[config.mk]
export PLATFORM = sky130hd
export DESIGN_NAME = shift_sequencer
export DESIGN_NICKNAME = d
export VERILOG_FILES = /design/src/rtl/shift_sequencer_pkg.sv /design/src/rtl/shift_stage.sv /design/src/rtl/shift_sequencer.sv
export SDC_FILE = /design/constraint.sdc
export NUM_CORES = 1
export LEC_CHECK = 0
export CAP_MARGIN = 0
export CORE_UTILIZATION = 50
export CTS_BUF_LIST = sky130_fd_sc_hd__clkbuf_8
export DETAILED_ROUTE_END_ITERATION = 7
export HOLD_SLACK_MARGIN = 0.06
export PLACE_DENSITY = 0.76
export SYNTH_ARGS = -nofsm -noshare
export SYNTH_HDL_FRONTEND = slang
export SYNTH_HIERARCHICAL = 1
export SYNTH_SLANG_ARGS = --single-unit
[constraint.sdc]
create_clock -name clk -period 3.3 [get_ports clk]
set_input_delay 0.495 -clock clk [delete_from_list [all_inputs] [get_ports clk]]
set_output_delay 0.495 -clock clk [all_outputs]
set_load 0.1 [all_outputs]
[src/rtl/shift_sequencer_pkg.sv]
// Shared definitions for the multi-cycle shift/rotate sequencer:
// operand widths, shift mode encodings and the controller state type.
package shift_sequencer_pkg;

  localparam int WIDTH   = 16;
  localparam int SHAMT_W = 4;

  localparam logic [1:0] SH_SLL = 2'b00;
  localparam logic [1:0] SH_SRA = 2'b01;
  localparam logic [1:0] SH_ROR = 2'b10;
  localparam logic [1:0] SH_RSV = 2'b11;

  typedef enum logic [1:0] {
    IDLE,
    SHIFT,
    DONE
  } state_e;

endpackage

[src/rtl/shift_stage.sv]
// One log-shifter stage: shifts the operand by 2^stage_i using the fill or wrap
// that the mode selects; the reserved mode passes the operand through unchanged.
module shift_stage
  import shift_sequencer_pkg::*;
(
  input  logic [WIDTH-1:0] value_i,
  input  logic [1:0]       mode_i,
  input  logic [1:0]       stage_i,
  output logic [WIDTH-1:0] value_o
);

  logic [4:0] amt;

  assign amt = 5'd1 << stage_i;

  always_comb begin
    value_o = value_i;
    case (mode_i)
      SH_SLL:  value_o = value_i << amt;
      SH_SRA:  value_o = $unsigned($signed(value_i) >>> amt);
      SH_ROR:  value_o = (value_i >> amt) | (value_i << (5'(WIDTH) - amt));
      default: value_o = value_i;
    endcase
  end

endmodule

[src/rtl/shift_sequencer.sv]
// Two-port round-robin shift/rotate controller: accepts one request, runs four
// log-shifter stages on a shared datapath, then holds the tagged result until taken.
module shift_sequencer
  import shift_sequencer_pkg::*;
(
  input  logic               clk,
  input  logic               rst,
  input  logic               req0_valid,
  output logic               req0_ready,
  input  logic [WIDTH-1:0]   req0_data,
  input  logic [SHAMT_W-1:0] req0_shamt,
  input  logic [1:0]         req0_mode,
  input  logic               req1_valid,
  output logic               req1_ready,
  input  logic [WIDTH-1:0]   req1_data,
  input  logic [SHAMT_W-1:0] req1_shamt,
  input  logic [1:0]         req1_mode,
  output logic               rsp_valid,
  input  logic               rsp_ready,
  output logic [WIDTH-1:0]   rsp_data,
  output logic               rsp_id,
  output logic               rsp_err,
  output logic               busy
);

  state_e             state_q, state_d;
  logic               lastGrant_q, lastGrant_d;
  logic [1:0]         stage_q, stage_d;
  logic [WIDTH-1:0]   work_q, work_d;
  logic [SHAMT_W-1:0] shamt_q, shamt_d;
  logic [1:0]         mode_q, mode_d;
  logic               id_q, id_d;
  logic               grant;
  logic               accept;
  logic [WIDTH-1:0]   stageOut;

  shift_stage u_stage (
    .value_i (work_q),
    .mode_i  (mode_q),
    .stage_i (stage_q),
    .value_o (stageOut)
  );

  // A lone requester always wins; on a tie the port that did not win last time goes.
  always_comb begin
    grant = ~lastGrant_q;
    if (req0_valid && !req1_valid) begin
      grant = 1'b0;
    end else if (req1_valid && !req0_valid) begin
      grant = 1'b1;
    end
    req0_ready = (state_q == IDLE) && req0_valid && !grant;
    req1_ready = (state_q == IDLE) && req1_valid && grant;
    accept     = req0_ready || req1_ready;
  end

  always_comb begin
    state_d     = state_q;
    lastGrant_d = lastGrant_q;
    stage_d     = stage_q;
    work_d      = work_q;
    shamt_d     = shamt_q;
    mode_d      = mode_q;
    id_d        = id_q;
    case (state_q)
      IDLE: begin
        if (accept) begin
          work_d      = grant ? req1_data  : req0_data;
          shamt_d     = grant ? req1_shamt : req0_shamt;
          mode_d      = grant ? req1_mode  : req0_mode;
          id_d        = grant;
          lastGrant_d = grant;
          stage_d     = 2'd0;
          state_d     = SHIFT;
        end
      end
      SHIFT: begin
        if (shamt_q[stage_q]) begin
          work_d = stageOut;
        end
        stage_d = stage_q + 2'd1;
        if (stage_q == 2'd3) begin
          state_d = DONE;
        end
      end
      DONE: begin
        if (rsp_ready) begin
          state_d = IDLE;
        end
      end
      default: state_d = IDLE;
    endcase
  end

  always_ff @(posedge clk or posedge rst) begin
    if (rst) begin
      state_q     <= IDLE;
      lastGrant_q <= 1'b1;
      stage_q     <= 2'd0;
      work_q      <= '0;
      shamt_q     <= '0;
      mode_q      <= SH_SLL;
      id_q        <= 1'b0;
    end else begin
      state_q     <= state_d;
      lastGrant_q <= lastGrant_d;
      stage_q     <= stage_d;
      work_q      <= work_d;
      shamt_q     <= shamt_d;
      mode_q      <= mode_d;
      id_q        <= id_d;
    end
  end

  // Response fields are masked outside DONE so nothing stale leaks out mid-shift.
  assign rsp_valid = (state_q == DONE);
  assign rsp_data  = rsp_valid ? work_q : '0;
  assign rsp_id    = rsp_valid && id_q;
  assign rsp_err   = rsp_valid && (mode_q == SH_RSV);
  assign busy      = (state_q != IDLE);

endmodule

==> out/qor.txt <==
Synth Area in Compound Gates: 29.8%
Placer congestion estimate: 0.925
P per Cell Area: 1070 mW/mm^2
Routed len/inst: 17.7 um
Vias in the first global route: 2850
Setup TNS: 0 ns
Maximum vdd drop: 0.930 mV
TritonCTS Sinks: 28
CTS tree: yes
Fmax: 382 MHz
Core Util, Final: 63.8%
Row cnt: 28
Die height: 81.5 um
Share of async-settable or async-resettable flops after synthesis: 100%
Worst endpoint required time: 2.80 ns
Die Wd: 81.5 um
Total track usage: 28.7%
Cells on worst reg2reg path: 7
Avg Cell Area, Syn: 8.54 um^2
Pin count of the biggest net entering global routing: 40
Initial DRC count: 365
Slew HR: 35.5%
Share of layout cells above drive strength 1: 17.5%
Data arrival, critical path: 2.13 ns
Final wirelength: 8730 um
RSZ-0062 raised after global routing: no
Sequential area share after synthesis: 22.2%
CP Capture Type: output port
Placed Cells: 488
Cts repair resizes: 0
Core Area: 0.00599 mm^2
EDFF count, synth: 0
MaxCap Viol Count: 0
Syn. warnings: 6
Setup Skew: 0.0123 ns
Min Tclk post-route: 2.62 ns
Die area: 0.00664 mm^2
Syn-to-layout area delta: 21.0%
Vias per Instance: 6.33
CTS root buf: clkbuf_8
CP max FO: 6
# diodes: 0
Hold Crit Depth: 1
First-pass GRT wire length: 14500 um
Met2 WL: 4120 um
Final period util: 79.4%
Mux cell area share after synthesis: 17.3%
Reg2reg setup slack: 0.91 ns
Initial Utilization: 52.7%
Hold Path Origin: id_q$_DFFE_PP0P_
Synth Flop Type: dfrtp_1
Hold Fails Final Rpt: 0
Adder-cell share of the synthesized area: 0.713%
CTS hold repair buffers: 0
H-tree depth: 1
CTS Buf Count: 3
Top sig layer: met4
Gate Count Post-Synth: 370
Slew @ Worst Pin: 0.965 ns
Fin nets: 468
Maximum clock path buffer count: 2
DRT met1 WL: 3830 um
Worst-Skew Late Latency: 0.28 ns
Simple-gate share of the synthesized area: 21.6%
Reg-to-Reg End: work_q[9]$_DFFE_PP0P_
Hold slack: 0.480 ns
Outcome: finished clean
Hpwl dp: 6330 um
Met3 wire len: 672 um
Critical setup path kind: reg -> out
DR pass1 iterations: 5
Syn Nets: 420
Sink of the worst hold path: id_q$_DFFE_PP0P_
Initial antenna violation count: 0
Startpoint Class: flip-flop
Unique masters post-synth: 57
Finished Layout Cells: 492
Worst hold path type: reg -> reg
Placed Area: 0.00376 mm^2
Clock slew at reported path FFs: 0.10 ns
Vias post-DR: 3115
Commonest non-fill, non-tap cell in the layout: clkdlybuf4s50_1
Most frequent cells in the layout: clkdlybuf4s50_1 (49), nand2_1 (41), and2_1 (33)
Finished Cell Area: 0.00382 mm^2
Number of port buffers: 70
Gr ovfl total: 0
Cell Area, Synth: 0.00316 mm^2
FF-to-FF Start: stage_q[0]$_DFFE_PP0P_
ANT nets after route: 0
Io pins: 71
Largest family of logic cells by synthesized area: compound AO/OA/AOI/OAI gates
Post-CTS Setup Bufs: 0
Seq cells post-synth: 28
DRC: 0
Post-synthesis xor/xnor area fraction: 0%
Leak: 1.53 nW
Max-slew violation count: 0
# setup viols final: 0
## flip-flops by register name, indices dropped and copies added, names as in the netlist
name,cells
work_q,16
stage_q,2
state_q,2
lastGrant_q,1
shamt_q,4
id_q,1
mode_q,2
## area by class of cell
class                           instances  area, um^2
Clock buffer                            4        55.1
Fill cell                             506        2170
Inverter                                5        18.8
Multi-Input combinational cell        299        2190
Sequential cell                        28         703
Tap cell                               75        93.8
Timing Repair Buffer                   81         756
## metrics by stage
step	total power, mW	setup slack [ns]
3_3_place_gp	3.76	0.961
4_1_cts	4.05	0.694
2_1_floorplan	3.27	0.248
3_5_place_dp	3.83	0.870
5_1_grt	4.44	0.596
6_report	4.09	0.679
## synth_stat cells, types with 4 or more instances
cell | n | area share, %
a211oi_1 | 6 | 1.4
mux2i_1 | 17 | 5.4
inv_1 | 5 | 0.59
a221oi_2 | 10 | 4.8
o31ai_1 | 22 | 5.2
o21ai_0 | 31 | 4.9
dfrtp_1 | 27 | 21
o211ai_1 | 6 | 1.4
a221oi_1 | 7 | 1.9
nor2b_1 | 9 | 1.8
and2_1 | 33 | 6.5
a21oi_1 | 13 | 2.1
nand2b_1 | 8 | 1.6
mux2_2 | 5 | 1.8
clkbuf_1 | 9 | 1.1
buf_2 | 13 | 2.1
nor2_1 | 31 | 3.7
mux4_2 | 13 | 9.3
a22o_1 | 4 | 1.1
nand2_1 | 41 | 4.9
nor3_1 | 4 | 0.63
o22ai_1 | 5 | 0.99
buf_4 | 6 | 1.4
buf_6 | 8 | 2.9
## logic make-up (layout without fill, tap and decap cells)
kind of cell             after synthesis  count (layout)
AND/OR/NAND/NOR                      137             137
flip-flops                            28              28
adder cells (fa/ha/maj)                2               2
multiplexers                          36              36
AO/OA/AOI/OAI                        124             124
buffers and inverters                 43              90
## worst max path at each step
stage / cells after the start / start / end
after CTS: 3 / state_q[0]$_DFFE_PP0P_ / busy
final: 3 / state_q[0]$_DFFE_PP0P_ / busy
after global placement: 5 / req0_valid / work_q[14]$_DFFE_PP0P_
after global routing: 3 / state_q[0]$_DFFE_PP0P_ / busy
after detailed placement: 5 / req0_valid / work_q[13]$_DFFE_PP0P_
after floorplan: 4 / state_q[1]$_DFFE_PP0P_ / rsp_data[10]
## metal layers
metal	GRT usage (%)	vias to the layer above
li1	-	1477
met1	41.1	1469
met5	0	-
met2	45.7	160
met3	3.89	9
met4	6.79	0
## power breakdown
group / internal (mW) / switching [mW] / total (mW) / leakage [nW]
registers: 0.525 / 0.482 / 1.01 / 0.341
clock network: 0.107 / 0.107 / 0.214 / 0.0288
logic: 1.27 / 1.60 / 2.87 / 1.16
## critical path, stage by stage (launching register included)
cell and delay, ns:
dfrtp_1 0.43, nor2_1 0.36, inv_1 0.08, clkdlybuf4s50_1 0.98
Note: power is estimated with default switching activity, not from simulation.
